==> src/rtl/logic_unit_pkg.sv <==
// ============================================================================
// Module      : logic_unit_pkg
// Description : Shared opcodes, state encodings and decode helpers for the
//               logic-unit sequencing front-end.
// Revision    : 1.0 - initial release
// ============================================================================
`default_nettype none

package logic_unit_pkg;

    // Request opcodes
    localparam logic [1:0] OP_AND  = 2'b00;
    localparam logic [1:0] OP_NAND = 2'b01;
    localparam logic [1:0] OP_OR   = 2'b10;
    localparam logic [1:0] OP_NOR  = 2'b11;

    // Sequencer states
    typedef logic [1:0] state_t;
    localparam state_t ST_IDLE   = 2'd0;
    localparam state_t ST_SETTLE = 2'd1;
    localparam state_t ST_HOLD   = 2'd2;

    // Settle counter width: covers the legal SETTLE_CYCLES range 1..15
    localparam int SETTLE_CNT_W = 4;

    // True when the opcode takes its result from the OR/NOR unit
    function automatic logic op_selects_or(input logic [1:0] op);
        return (op == OP_OR) || (op == OP_NOR);
    endfunction

    // True when the unit should produce the non-inverted function
    function automatic logic op_true_polarity(input logic [1:0] op);
        logic pol;
        case (op)
            OP_AND, OP_OR:   pol = 1'b1;
            OP_NAND, OP_NOR: pol = 1'b0;
            default:         pol = 1'b0;
        endcase
        return pol;
    endfunction

endpackage

`default_nettype wire

==> src/rtl/logic_unit_driver_settle_counter.sv <==
// ============================================================================
// Module      : settle_counter
// Description : Loadable down-counter that stops at zero and flags done.
// Revision    : 1.0 - initial release
// ============================================================================
`default_nettype none

module settle_counter #(
    parameter int COUNT_W = 4
) (
    input  logic               clk,
    input  logic               reset_n,
    input  logic               load,
    input  logic [COUNT_W-1:0] load_value,
    input  logic               enable,
    output logic               done
);

    logic [COUNT_W-1:0] count;

    // Load takes priority; otherwise count down while enabled, saturating at zero
    always_ff @(posedge clk or negedge reset_n) begin
        if (!reset_n) begin
            count <= '0;
        end else if (load) begin
            count <= load_value;
        end else if (enable && (count != '0)) begin
            count <= count - 1'b1;
        end
    end

    assign done = (count == '0);

endmodule

`default_nettype wire

==> src/rtl/logic_unit_driver.sv <==
// ============================================================================
// Module      : logic_unit_driver
// Description : Valid/ready sequencing front-end for the 32-bit AND/NAND and
//               OR/NOR combinational units. Launches registered operands,
//               waits a fixed settle time, captures the selected result.
// Revision    : 1.0 - initial release
// ============================================================================
`default_nettype none

module logic_unit_driver
    import logic_unit_pkg::*;
#(
    parameter int WIDTH         = 32,
    parameter int SETTLE_CYCLES = 2,
    parameter int CNT_W         = 8
) (
    input  logic             clk,
    input  logic             reset_n,
    input  logic             req_valid,
    output logic             req_ready,
    input  logic [WIDTH-1:0] req_a,
    input  logic [WIDTH-1:0] req_b,
    input  logic [1:0]       req_op,
    output logic             rsp_valid,
    input  logic             rsp_ready,
    output logic [WIDTH-1:0] rsp_result,
    output logic             rsp_zero,
    output logic [CNT_W-1:0] op_count,
    output logic [WIDTH-1:0] lu_a,
    output logic [WIDTH-1:0] lu_b,
    output logic             lu_andflag,
    output logic             lu_orflag,
    input  logic [WIDTH-1:0] and_out,
    input  logic [WIDTH-1:0] or_out
);

    generate
        if ((SETTLE_CYCLES < 1) || (SETTLE_CYCLES > 15)) begin : g_bad_settle_cycles
            $error("logic_unit_driver: SETTLE_CYCLES must be in 1..15");
        end
    endgenerate

    // Counter is loaded with SETTLE_CYCLES-1 so capture lands SETTLE_CYCLES clocks after accept
    localparam logic [SETTLE_CNT_W-1:0] SETTLE_LOAD = SETTLE_CNT_W'(SETTLE_CYCLES - 1);

    state_t     state;
    state_t     next_state;
    logic       sel_or;
    logic       settle_done;
    logic       accept;
    logic       rsp_fire;
    logic       capture;
    logic [WIDTH-1:0] selected_result;

    assign accept          = req_valid & req_ready;
    assign rsp_fire        = rsp_valid & rsp_ready;
    assign capture         = (state == ST_SETTLE) && settle_done;
    assign selected_result = sel_or ? or_out : and_out;

    settle_counter #(
        .COUNT_W    (SETTLE_CNT_W)
    ) u_settle_counter (
        .clk        (clk),
        .reset_n    (reset_n),
        .load       (accept),
        .load_value (SETTLE_LOAD),
        .enable     (state == ST_SETTLE),
        .done       (settle_done)
    );

    // State register
    always_ff @(posedge clk or negedge reset_n) begin
        if (!reset_n) begin
            state <= ST_IDLE;
        end else begin
            state <= next_state;
        end
    end

    // Next-state logic; a HOLD handshake with a concurrent accept goes straight back to SETTLE
    always_comb begin
        next_state = state;
        case (state)
            ST_IDLE: begin
                if (accept) begin
                    next_state = ST_SETTLE;
                end
            end
            ST_SETTLE: begin
                if (settle_done) begin
                    next_state = ST_HOLD;
                end
            end
            ST_HOLD: begin
                if (rsp_ready) begin
                    next_state = accept ? ST_SETTLE : ST_IDLE;
                end
            end
            default: next_state = ST_IDLE;
        endcase
    end

    // Handshake outputs; req_ready is masked while reset is held so nothing is accepted in reset
    always_comb begin
        req_ready = 1'b0;
        rsp_valid = 1'b0;
        case (state)
            ST_IDLE: req_ready = reset_n;
            ST_HOLD: begin
                req_ready = rsp_ready & reset_n;
                rsp_valid = 1'b1;
            end
            default: ;
        endcase
    end

    // Operand launch registers feeding both units; held until the next accept
    always_ff @(posedge clk or negedge reset_n) begin
        if (!reset_n) begin
            lu_a       <= '0;
            lu_b       <= '0;
            sel_or     <= 1'b0;
            lu_andflag <= 1'b0;
            lu_orflag  <= 1'b0;
        end else if (accept) begin
            lu_a       <= req_a;
            lu_b       <= req_b;
            sel_or     <= op_selects_or(req_op);
            lu_andflag <= op_true_polarity(req_op);
            lu_orflag  <= op_true_polarity(req_op);
        end
    end

    // Result capture; unit outputs are only looked at on the final settle clock
    always_ff @(posedge clk or negedge reset_n) begin
        if (!reset_n) begin
            rsp_result <= '0;
            rsp_zero   <= 1'b0;
        end else if (capture) begin
            rsp_result <= selected_result;
            rsp_zero   <= (selected_result == '0);
        end
    end

    // Completed-response counter, wraps silently
    always_ff @(posedge clk or negedge reset_n) begin
        if (!reset_n) begin
            op_count <= '0;
        end else if (rsp_fire) begin
            op_count <= op_count + 1'b1;
        end
    end

endmodule

`default_nettype wire

==> config.mk <==
export PLATFORM = sky130hd
export DESIGN_NAME = logic_unit_driver
export DESIGN_NICKNAME = d
export VERILOG_FILES = /design/src/rtl/logic_unit_pkg.sv /design/src/rtl/logic_unit_driver_settle_counter.sv /design/src/rtl/logic_unit_driver.sv
export SDC_FILE = /design/constraint.sdc
export NUM_CORES = 1
export LEC_CHECK = 0
export CAP_MARGIN = 10
export CORE_AREA = 2 2 82 162
export DETAILED_ROUTE_END_ITERATION = 8
export DIE_AREA = 0 0 84 164
export PLACE_DENSITY = 0.78
export SYNTH_ARGS = -nofsm -noshare
export SYNTH_HDL_FRONTEND = slang
export SYNTH_HIERARCHICAL = 1
export SYNTH_SLANG_ARGS = --single-unit
==> constraint.sdc <==
create_clock -name clk -period 2.6 [get_ports clk]
set_clock_uncertainty 0.2 [all_clocks]
set_input_delay 0.39 -clock clk [delete_from_list [all_inputs] [get_ports clk]]
set_output_delay 0.39 -clock clk [all_outputs]
set_load 0.02 [all_outputs]
==> metrics <==
worst min-delay path category in -> async; post-synthesis sequential area ratio 0.578; maximum buffer depth of the clock tree 2; worst vdd ir just over 0.7 mV; share of post-route cells with drive strength above 1 0.175; final cycle utilization of the critical path 0.913; WL/cell between 15 and 20 um; Die Ht 164 um; first-iteration detailed-routing DRC count 185; CTS resizes 0; DIE AREA between 10000 and 15000 um2; cts bufs inserted 17; Layout area overhead 64.7%; Root Driver clkbuf_16; Final min period ~2.4 ns; GRT Total Usage 0.215; Ports around 240; H-tree levels 4; Placed Instances around 760; Setup crit end kind output pin; synth top area cells dfrtp_1, mux2_2, mux2i_1; commonest non-fill, non-tap cell in the layout clkdlybuf4s50_1; Vias/cell around 5.1; Worst Hold Margin -0.00257 ns; register area about 2800 um2; power consumption 10.2 mW; cell area after synthesis between 4000 and 5000 um2; largest net degree at the start of global routing 68; Final Hold Fails 2; Post-Layout Cell Count ~800; Least-Margin Pin Slew about 0.76 ns; CTS Hold Bufs 0; Clk Latency, worst-skew pair about 0.39 ns; Final GP Congestion about 0.85; outcome finished, violations left; CTS clk-pin slew, worst paths roughly 0.050 ns; area leader, netlist dfrtp_1; Core Area around 13000 um2; CTS tree built; Setup Crit Path Kind in -> out; Layout Nets 761; final setup vio count 0; leakage 3.47 nW; diode count 0; commonest cells after routing, fill and taps aside clkdlybuf4s50_1, dfrtp_1, mux2_2; PwrDens ~1300 nW/um2; Max Fclk 421 MHz; Row Count 58; Post-CTS Setup Bufs 0; WL final approximately 15 mm; Crit Path Max Fanout 4; HPWL Detailed about 11 mm; Yosys Warn Count 6; Distinct cells, synth 44; area of the multi-input gates around 1900 um2; DR pass1 iterations 4; initial antenna violation count 0; filler instances between 1000 and 1500; Synth Area per Inst between 10 and 15 um2; # clock sinks about 110; Gate Count Post-Synth ~380; Worst EP arrival approximately 1.8 ns; first-pass GRT wire length 22.9 mm; startpoint types input port; antenna viol nets, final 0; initial cell density of the core 0.390; Remaining Overflow, GRT 0; Reg2Reg Setup Slack approximately 0.55 ns; Post-route DRC 0; r2r worst-path depth 7; # port buffers around 240; die width between 80 and 90 um; max-slew headroom at the worst pin 0.495; setup ws final 0.226 ns; WP data required 2.01 ns; Place WS about 0.24 ns; max_cap viols 0; Max Slew Vio Count 0; unrepaired setup endpoints after global routing no; Seq cells post-synth between 100 and 150; failing checks hold timing; DR vias between 3000 and 4000; vias in the first global route 4421; setup TNS 0 ns; Synth top area share 0.578
per-layer routing:
layer / vias to the layer above / track usage / part of all wire
met5: - / 0 / 0
met4: 0 / 0.125 / 0.049
met3: 37 / 0.0457 / 0.042
met2: 158 / 0.395 / 0.56
met1: 1952 / 0.222 / 0.35
li1: 1829 / - / -
stage by stage:
step / utilization / area (um2)
6_report: 0.642 / 8060
2_1_floorplan: - / 4900
3_3_place_gp: 0.593 / 7440
3_5_place_dp: 0.593 / 7440
5_1_grt: 0.642 / 8060
4_1_cts: 0.642 / 8060
path summary, 6_finish.rpt:
kind,from,endpoint
worst max-delay path,rsp_ready,req_ready
worst min-delay path,reset_n,lu_a[10]
worst max register to register,u_settle_counter/count[0],rsp_zero
worst min register to register,rsp_result[24],rsp_result[24]
max in group asynchronous,reset_n,sel_or
min in group clk,rsp_result[24],rsp_result[24]
where the power goes:
group          internal (mW)  switching [mW]
clock network           1.64           0.780
registers               2.61           0.534
logic                   2.39            2.23
flip-flops by register name, summed over array words and instances (netlist names):
signal	flops
u_settle_counter/count	4
state	2
rsp_zero	1
op_count	8
sel_or	1
lu_orflag	1
rsp_result	32
lu_b	32
lu_a	32
area by class of cell:
class | instances | share of cell area
Sequential cell | 113 | 0.351
Timing Repair Buffer | 248 | 0.309
Multi-Input combinational cell | 239 | 0.237
Clock buffer | 19 | 0.0562
Tap cell | 150 | 0.0233
Clock inverter | 11 | 0.0202
Inverter | 6 | 0.00280
critical path, stage by stage:
cell and delay (ns):
clkdlybuf4s50_1 0.58, o211a_1 0.21, clkdlybuf4s50_1 0.60
kinds of logic (layout without fill, tap and decap cells):
family          count (synthesis)  after routing  synth area share
flops                         113            113             0.578
mux                            99             99             0.224
simple gates                   79             79            0.0844
compound gates                 48             48            0.0609
buf+inv                        27            284            0.0333
xor+xnor                        7              7            0.0125
fa+ha+maj                       2              2           0.00512
other cells                     2              4           0.00154
cell usage after synthesis (all sizes together):
cell and count:
and3 1, o211ai 1, dfrtp 113, buf 18
o21ai 35, and4b 1, mux2 66, or4 1
o31ai 2, nor4b 2, nor4 14, clkinv 1
o31a 1, nand2 41, nor3b 2, a221o 1
o2111ai 1, nor3 3, conb 2, ha 2
inv 5, a32o 1, nand4 4, nor2 3
nand3 2, xor2 2, a22oi 1, o21a 1
and3b 1, or2b 1, mux2i 33, and2b 1
a21oi 3, and4 1, nand3b 1, o211a 1
clkbuf 3, xnor2 5
No activity file was read; power rests on OpenSTA's default activity.
